### config.mk
export PLATFORM = sky130hd
export DESIGN_NAME = playback_sequencer_flat
export DESIGN_NICKNAME = d
export VERILOG_FILES = /design/src/rtl/playback_sequencer_pkg.sv /design/src/rtl/playback_sequencer_if.sv /design/src/rtl/playback_sequencer_sync_edge_det.sv /design/src/rtl/playback_sequencer.sv /design/src/flat_wrapper.sv
export SDC_FILE = /design/constraint.sdc
export NUM_CORES = 1
export LEC_CHECK = 0
export BUFFER_PORTS_ARGS = -buffer_cell sky130_fd_sc_hd__buf_2
export CAP_MARGIN = 20
export CORE_AREA = 2 2 188 190
export DETAILED_ROUTE_END_ITERATION = 12
export DIE_AREA = 0 0 190 192
export GPL_TIMING_DRIVEN = 1
export MAX_ROUTING_LAYER = met4
export PLACE_DENSITY = 0.87
export SLEW_MARGIN = 20
export SYNTH_ARGS = -nofsm -noshare
export SYNTH_HDL_FRONTEND = slang
export SYNTH_HIERARCHICAL = 1
export SYNTH_SLANG_ARGS = --single-unit
### constraint.sdc
create_clock -name s_axi_clk -period 11.3 [get_ports s_axi_clk]
set_clock_uncertainty 0.1 [all_clocks]
set_input_delay 2.26 -clock s_axi_clk [delete_from_list [all_inputs] [get_ports s_axi_clk]]
set_output_delay 2.26 -clock s_axi_clk [all_outputs]
set_load 0.02 [all_outputs]
### src/rtl/playback_sequencer_pkg.sv
// Shared types and defaults for the playback segment sequencer.
package playback_pkg;

    localparam int unsigned DEF_N_ADDR_BITS  = 20;
    localparam int unsigned DEF_N_SEG        = 8;
    localparam int unsigned DEF_SEG_IDX_BITS = 3;
    localparam int unsigned DEF_REP_BITS     = 8;

    // Segment record field widths at the default configuration.
    localparam int unsigned SEG_START_W = DEF_N_ADDR_BITS;
    localparam int unsigned SEG_STOP_W  = DEF_N_ADDR_BITS;
    localparam int unsigned SEG_REPS_W  = DEF_REP_BITS;

    typedef enum logic [2:0] {
        StIdle      = 3'd0,
        StLoadStart = 3'd1,
        StLoadStop  = 3'd2,
        StPlay      = 3'd3,
        StNext      = 3'd4,
        StDone      = 3'd5
    } seq_state_e;

endpackage

### src/rtl/playback_sequencer_if.sv
// Sequencer-to-RAM-controller link; the sequencer is the master side.
interface playback_sequencer_if #(
    parameter int unsigned N_ADDR_BITS = 20
) ();

    logic [N_ADDR_BITS-1:0] set_ram_addr;
    logic                   write_addr;
    logic [N_ADDR_BITS-1:0] stop_addr;
    logic                   write_stop_addr;
    logic                   playback_en;
    logic                   loop_playback;
    logic                   rp_done;

    modport master (
        output set_ram_addr,
        output write_addr,
        output stop_addr,
        output write_stop_addr,
        output playback_en,
        output loop_playback,
        input  rp_done
    );

    modport slave (
        input  set_ram_addr,
        input  write_addr,
        input  stop_addr,
        input  write_stop_addr,
        input  playback_en,
        input  loop_playback,
        output rp_done
    );

endinterface

### src/rtl/playback_sequencer_sync_edge_det.sv
// Two-flop synchronizer followed by a rising-edge pulse; pulse is one cycle wide.
module sync_edge_det (
    input  logic clk,
    input  logic rst_n,
    input  logic d,
    output logic pulse
);

    // [0],[1] synchronize, [2] holds the previous synchronized value.
    logic [2:0] sync_q;

    always_ff @(posedge clk or negedge rst_n) begin
        if (!rst_n) begin
            sync_q <= '0;
        end else begin
            sync_q <= {sync_q[1:0], d};
        end
    end

    assign pulse = sync_q[1] & ~sync_q[2];

endmodule

### src/rtl/playback_sequencer.sv
// Walks a small segment table, loading the RAM controller's start/stop addresses
// and enabling playback once per repeat of each segment.
module playback_sequencer
    import playback_pkg::*;
#(
    parameter int unsigned N_ADDR_BITS  = DEF_N_ADDR_BITS,
    parameter int unsigned N_SEG        = DEF_N_SEG,
    parameter int unsigned SEG_IDX_BITS = DEF_SEG_IDX_BITS,
    parameter int unsigned REP_BITS     = DEF_REP_BITS
) (
    input  logic                    s_axi_clk,
    input  logic                    s_axi_reset,
    input  logic                    cfg_we,
    input  logic [SEG_IDX_BITS-1:0] cfg_idx,
    input  logic [N_ADDR_BITS-1:0]  cfg_start,
    input  logic [N_ADDR_BITS-1:0]  cfg_stop,
    input  logic [REP_BITS-1:0]     cfg_reps,
    input  logic [SEG_IDX_BITS:0]   num_segs,
    input  logic                    loop_all,
    input  logic                    seq_start,
    input  logic                    seq_abort,
    playback_sequencer_if.master    ram,
    output logic [SEG_IDX_BITS-1:0] cur_seg,
    output logic [REP_BITS-1:0]     cur_rep,
    output logic                    busy,
    output logic                    seq_done,
    output logic                    err
);

    localparam int unsigned RepW = REP_BITS + 1;
    localparam int unsigned SegW = SEG_IDX_BITS + 1;

    logic [N_ADDR_BITS-1:0] tbl_start [N_SEG];
    logic [N_ADDR_BITS-1:0] tbl_stop  [N_SEG];
    logic [REP_BITS-1:0]    tbl_reps  [N_SEG];

    seq_state_e state_q;
    logic       seq_start_q;
    logic       start_edge;
    logic       done_pulse;
    logic       num_segs_ok;
    logic [RepW-1:0] reps_eff;
    logic [RepW-1:0] rep_nxt;
    logic [SegW-1:0] seg_nxt;
    logic            more_reps;
    logic            more_segs;

    sync_edge_det u_done_sync (
        .clk   (s_axi_clk),
        .rst_n (s_axi_reset),
        .d     (ram.rp_done),
        .pulse (done_pulse)
    );

    always_ff @(posedge s_axi_clk or negedge s_axi_reset) begin
        if (!s_axi_reset) begin
            seq_start_q <= 1'b0;
        end else begin
            seq_start_q <= seq_start;
        end
    end

    assign start_edge  = seq_start & ~seq_start_q;
    assign num_segs_ok = (num_segs != '0) && (32'(num_segs) <= N_SEG);

    always_ff @(posedge s_axi_clk or negedge s_axi_reset) begin
        if (!s_axi_reset) begin
            for (int i = 0; i < N_SEG; i++) begin
                tbl_start[i] <= '0;
                tbl_stop[i]  <= '1;
                tbl_reps[i]  <= REP_BITS'(1);
            end
        end else if (cfg_we && (state_q == StIdle)) begin
            tbl_start[cfg_idx] <= cfg_start;
            tbl_stop[cfg_idx]  <= cfg_stop;
            tbl_reps[cfg_idx]  <= cfg_reps;
        end
    end

    // A programmed repeat count of zero plays the segment once.
    assign reps_eff  = (tbl_reps[cur_seg] == '0) ? RepW'(1) : RepW'(tbl_reps[cur_seg]);
    assign rep_nxt   = RepW'(cur_rep) + RepW'(1);
    assign seg_nxt   = SegW'(cur_seg) + SegW'(1);
    assign more_reps = rep_nxt < reps_eff;
    // num_segs is live here; the N_SEG bound keeps cur_seg inside the table regardless.
    assign more_segs = (seg_nxt < num_segs) && (32'(seg_nxt) < N_SEG);

    always_ff @(posedge s_axi_clk or negedge s_axi_reset) begin
        if (!s_axi_reset) begin
            state_q             <= StIdle;
            ram.set_ram_addr    <= '0;
            ram.write_addr      <= 1'b0;
            ram.stop_addr       <= '1;
            ram.write_stop_addr <= 1'b0;
            ram.playback_en     <= 1'b0;
            cur_seg             <= '0;
            cur_rep             <= '0;
            seq_done            <= 1'b0;
            err                 <= 1'b0;
        end else begin
            ram.write_addr      <= 1'b0;
            ram.write_stop_addr <= 1'b0;
            if (seq_abort) begin
                if (state_q != StIdle) begin
                    state_q         <= StIdle;
                    ram.playback_en <= 1'b0;
                end
            end else begin
                unique case (state_q)
                    StIdle: begin
                        if (start_edge) begin
                            if (num_segs_ok) begin
                                seq_done <= 1'b0;
                                err      <= 1'b0;
                                cur_seg  <= '0;
                                cur_rep  <= '0;
                                state_q  <= StLoadStart;
                            end else begin
                                err <= 1'b1;
                            end
                        end
                    end
                    StLoadStart: begin
                        ram.set_ram_addr <= tbl_start[cur_seg];
                        ram.write_addr   <= 1'b1;
                        state_q          <= StLoadStop;
                    end
                    StLoadStop: begin
                        ram.stop_addr       <= tbl_stop[cur_seg];
                        ram.write_stop_addr <= 1'b1;
                        state_q             <= StPlay;
                    end
                    StPlay: begin
                        ram.playback_en <= 1'b1;
                        if (done_pulse) begin
                            state_q <= StNext;
                        end
                    end
                    StNext: begin
                        ram.playback_en <= 1'b0;
                        if (more_reps) begin
                            cur_rep <= rep_nxt[REP_BITS-1:0];
                            state_q <= StLoadStart;
                        end else if (more_segs) begin
                            cur_seg <= seg_nxt[SEG_IDX_BITS-1:0];
                            cur_rep <= '0;
                            state_q <= StLoadStart;
                        end else if (loop_all) begin
                            cur_seg <= '0;
                            cur_rep <= '0;
                            state_q <= StLoadStart;
                        end else begin
                            state_q <= StDone;
                        end
                    end
                    StDone: begin
                        seq_done <= 1'b1;
                        state_q  <= StIdle;
                    end
                    default: state_q <= StIdle;
                endcase
            end
        end
    end

    assign busy              = (state_q != StIdle);
    assign ram.loop_playback = 1'b0;

endmodule
### src/flat_wrapper.sv
// flat-port wrapper written by rule: the top's interface ports become plain ports
module playback_sequencer_flat import playback_pkg::*;
#(
    parameter int unsigned N_ADDR_BITS  = DEF_N_ADDR_BITS,
    parameter int unsigned N_SEG        = DEF_N_SEG,
    parameter int unsigned SEG_IDX_BITS = DEF_SEG_IDX_BITS,
    parameter int unsigned REP_BITS     = DEF_REP_BITS
)
  (s_axi_clk, s_axi_reset, cfg_we, cfg_idx, cfg_start, cfg_stop, cfg_reps, num_segs, loop_all, seq_start, seq_abort, cur_seg, cur_rep, busy, seq_done, err, ram_set_ram_addr, ram_write_addr, ram_stop_addr, ram_write_stop_addr, ram_playback_en, ram_loop_playback, ram_rp_done);
  playback_sequencer_if #(.N_ADDR_BITS(N_ADDR_BITS)) ram_i ();
  input  logic s_axi_clk;
  input  logic s_axi_reset;
  input  logic cfg_we;
  input  logic [SEG_IDX_BITS-1:0] cfg_idx;
  input  logic [N_ADDR_BITS-1:0] cfg_start;
  input  logic [N_ADDR_BITS-1:0] cfg_stop;
  input  logic [REP_BITS-1:0] cfg_reps;
  input  logic [SEG_IDX_BITS:0] num_segs;
  input  logic loop_all;
  input  logic seq_start;
  input  logic seq_abort;
  output logic [SEG_IDX_BITS-1:0] cur_seg;
  output logic [REP_BITS-1:0] cur_rep;
  output logic busy;
  output logic seq_done;
  output logic err;
  output wire logic [$bits(ram_i.set_ram_addr)-1:0] ram_set_ram_addr;
  output wire logic [$bits(ram_i.write_addr)-1:0] ram_write_addr;
  output wire logic [$bits(ram_i.stop_addr)-1:0] ram_stop_addr;
  output wire logic [$bits(ram_i.write_stop_addr)-1:0] ram_write_stop_addr;
  output wire logic [$bits(ram_i.playback_en)-1:0] ram_playback_en;
  output wire logic [$bits(ram_i.loop_playback)-1:0] ram_loop_playback;
  input wire logic [$bits(ram_i.rp_done)-1:0] ram_rp_done;
  assign ram_set_ram_addr = ram_i.set_ram_addr;
  assign ram_write_addr = ram_i.write_addr;
  assign ram_stop_addr = ram_i.stop_addr;
  assign ram_write_stop_addr = ram_i.write_stop_addr;
  assign ram_playback_en = ram_i.playback_en;
  assign ram_loop_playback = ram_i.loop_playback;
  assign ram_i.rp_done = ram_rp_done;
  playback_sequencer #(.N_ADDR_BITS(N_ADDR_BITS), .N_SEG(N_SEG), .SEG_IDX_BITS(SEG_IDX_BITS), .REP_BITS(REP_BITS)) u_core (.s_axi_clk(s_axi_clk), .s_axi_reset(s_axi_reset), .cfg_we(cfg_we), .cfg_idx(cfg_idx), .cfg_start(cfg_start), .cfg_stop(cfg_stop), .cfg_reps(cfg_reps), .num_segs(num_segs), .loop_all(loop_all), .seq_start(seq_start), .seq_abort(seq_abort), .ram(ram_i), .cur_seg(cur_seg), .cur_rep(cur_rep), .busy(busy), .seq_done(seq_done), .err(err));
endmodule
==> flow_summary.yaml <==
outcome:
  outcome: "complete, no violations"
drt:
  routed-wl-met2_mm: 23.5
  top_layer: "met4"
  postRouteWirelength_mm: 45.7
  ant_nets: 0
  wl_met3_mm: 2.27
  avgViaCountPerCell: 6.23
  vias: 12300
  post_drt_wl_per_cell_um: 23.2
  drc: 0
  wl_met1_mm: 19.0
  drt-initial-drc-count: 884
  first_pass_iters: 4
cts:
  htreeDepth: 2
  cts_tree: "done"
  cts_hold_buf: 0
  insertion_delay_ps: 550
  cts_setup_buffers: 0
  clk_pin_slew_ps: 60
  clockRootBuffer: "clkbuf_16"
  clockBufferDepth: 3
  clock-sinks: 447
  cts_buffers: 44
  ctsResizeCount: 0
synth:
  synth.area.top_cells: "dfrtp_1 32%, dfstp_2 24%, mux2_2 21%"
  ys_types: 61
  async_flop_share_pct: 100
  synthCells: 1377
  ys.flop_type: "dfrtp_1"
  ys_seq_elements: 447
  yosysMostFrequentCell: "mux2_2"
  ys_warn_count: 6
  syn_area_per_cell_um2: 14.8
  synth_nets: 1451
  yosysTopAreaCell: "dfrtp_1"
  seq_area_frac_synth_pct: 56.0
  syn_area_um2: 20400
  synth_edf_count: 0
  synth_top_cells_by_count: "386 x mux2_2, 259 x dfrtp_1, 188 x dfstp_2"
  synth_top_area_share_pct: 31.8
grt:
  gr-total-overflow: 0
  track_usage_pct: 26.6
  grt_max_degree: 179
  grt_pass1_vias: 13100
  antenna_found_initial: 7
  grt_pass1_wl_mm: 73.0
sta:
  finalSetupTns_ps: 0
  slew_headroom_pct: 31.2
  finalCriticalPeriod_ps: 4760
  slew_viol_final: 0
  tightest_slew_ps: 1020
  finalHoldViolations: 0
  setup_viol: 0
  setup_slack_ps: 6540
  finalCritPeriodShare_pct: 42.1
  max_freq_ghz: 0.210
  rsz0062_at_grt: "false"
cells_and_area:
  fin_nets: 1542
  instances_no_fill: 1966
  syn_to_final_growth_pct: 12.2
  drive_above_1_share_pct: 59.8
  multiInputGateArea_um2: 8530
  seq_area_um2: 11400
  fillers: 2218
critical_path:
  arrival_ps: 2400
  r2r_setup_slack_ps: 6930
  worst-setup-path-type: "reg2out"
  endpoint_kind: "primary output"
  cp-start-kind: "flop"
  crit_path_max_fanout: 15
  required_ps: 8940
  r2r_start: "u_core/cur_seg[0]$_DFFE_PN0P_"
  timing.rr.end: "u_core/cur_rep[3]$_DFFE_PN0P_"
  ff2ff_path_depth: 11
floorplan:
  io_pins: 120
  rows: 68
  die_h_um: 192
  design.core.area_um2: 34300
  dieArea_um2: 36500
  die_w_um: 190
  start_util_pct: 59.5
job:
  cap_violations: 0
placed_design:
  gp_congestion: 0.844
  port_buffers: 118
  numPlacedInstances: 1877
  dp_slack_ps: 6630
  dpl.hpwl_mm: 25.4
power_and_ir_drop:
  cellPowerDensity_nw_per_um2: 216
  worst_ir_drop_vdd_mv: 0.113
  cellLeakagePower_nw: 9.41
worst_hold_path:
  hold_start: "u_core/u_done_sync/sync_q[0]$_DFF_PN0_"
  whs_endpoint: "u_core/u_done_sync/sync_q[1]$_DFF_PN0_"
  whs_path_depth: 0
  hold_path.class: "reg2reg"
## where the power goes
group,total (mW),internal (mW),switching [mW]
logic,0.977,0.531,0.445
registers,2.42,2.17,0.254
clock network,1.54,0.938,0.607
total,4.94,3.64,1.31
## metrics by stage
stage          power, mW  hold slack [ps]  util [%]  area, µm²
2_1_floorplan       3.06              231         -      20400
3_3_place_gp        3.31              235      62.2      21300
3_5_place_dp        3.40              238      62.2      21300
4_1_cts             4.97              249      66.7      22900
5_1_grt             5.16              256      66.8      22900
6_report            4.94              251      66.8      22900
## placed cells by master, fill, tap and decap left out, types with 5 or more instances in the layout
master       n
a21oi_1      6
and3_1       6
bufinv_16    6
inv_1        8
clkbuf_1    11
a31oi_1     42
dfstp_2    188
ha_1        12
mux2i_1     19
buf_4       15
dfrtp_1    256
mux2_2     386
diode_2      7
clkbuf_8    10
a21o_1       8
clkbuf_16   45
nand2b_1     6
nor2_1      57
buf_2      117
nor3_1       8
clkinv_2     7
nand3_1     15
nand2_1     95
mux4_2      91
nand4_1      5
## per-layer routing
metal | vias to the layer above | GRT usage, %
li1 | 5262 | -
met4 | 0 | 8.50
met1 | 6584 | 32.9
met5 | - | -
met2 | 327 | 44.7
met3 | 77 | 5.01
## registers in the layout, indices dropped and copies added, names as in the netlist
signal                      flops
u_core/cur_rep                  8
u_core/cur_seg                  3
u_core/err                      1
u_core/ram.playback_en          1
u_core/ram.set_ram_addr        20
u_core/ram.stop_addr           20
u_core/ram.write_addr           1
u_core/ram.write_stop_addr      1
u_core/seq_done                 1
u_core/seq_start_q              1
u_core/state_q                  3
u_core/tbl_reps                64
u_core/tbl_start              160
u_core/tbl_stop               160
u_core/u_done_sync/sync_q       3
## kinds of logic after synthesis
| logic type | Yosys count | synth area share, % |
|---|---|---|
| adders and majority gates | 12 | 0.736 |
| xor gates and xnor gates | 7 | 0.301 |
| DFF | 447 | 56.0 |
| muxes | 496 | 32.3 |
| buffers and inverters | 100 | 2.41 |
| other | 1 | 0.0184 |
| AOI/OAI and AO/OA | 93 | 3.32 |
| and+or+nand+nor | 221 | 4.95 |
## final cells by class
cell class / count / share of cell area, %
flip-flops and latches: 447 / 49.9
multi-input cells: 830 / 37.3
clock inverters: 16 / 1.05
clock buffers: 66 / 5.70
well taps: 455 / 2.49
diodes: 7 / 0.0765
inverters: 9 / 0.148
repair buffers: 136 / 3.34
## critical path, cell delays in order (launching register included)
cell     delay (ps)
dfrtp_1         560
nor3_1          900
inv_1           180
buf_2           220
## worst max path at each step
stage / slack, ps / to / from
global placement: 6690 / u_core/tbl_start[31]$_DFFE_PN0P_ / cfg_idx[0]
floorplan: 7120 / u_core/cur_seg[0]$_DFFE_PN0P_ / num_segs[1]
CTS: 6480 / busy / u_core/state_q[2]$_DFFE_PN0P_
finish: 6540 / busy / u_core/state_q[2]$_DFFE_PN0P_
global route: 6450 / busy / u_core/state_q[2]$_DFFE_PN0P_
detailed placement: 6630 / u_core/tbl_start[37]$_DFFE_PN0P_ / s_axi_reset
(Power assumes the default switching activity.)
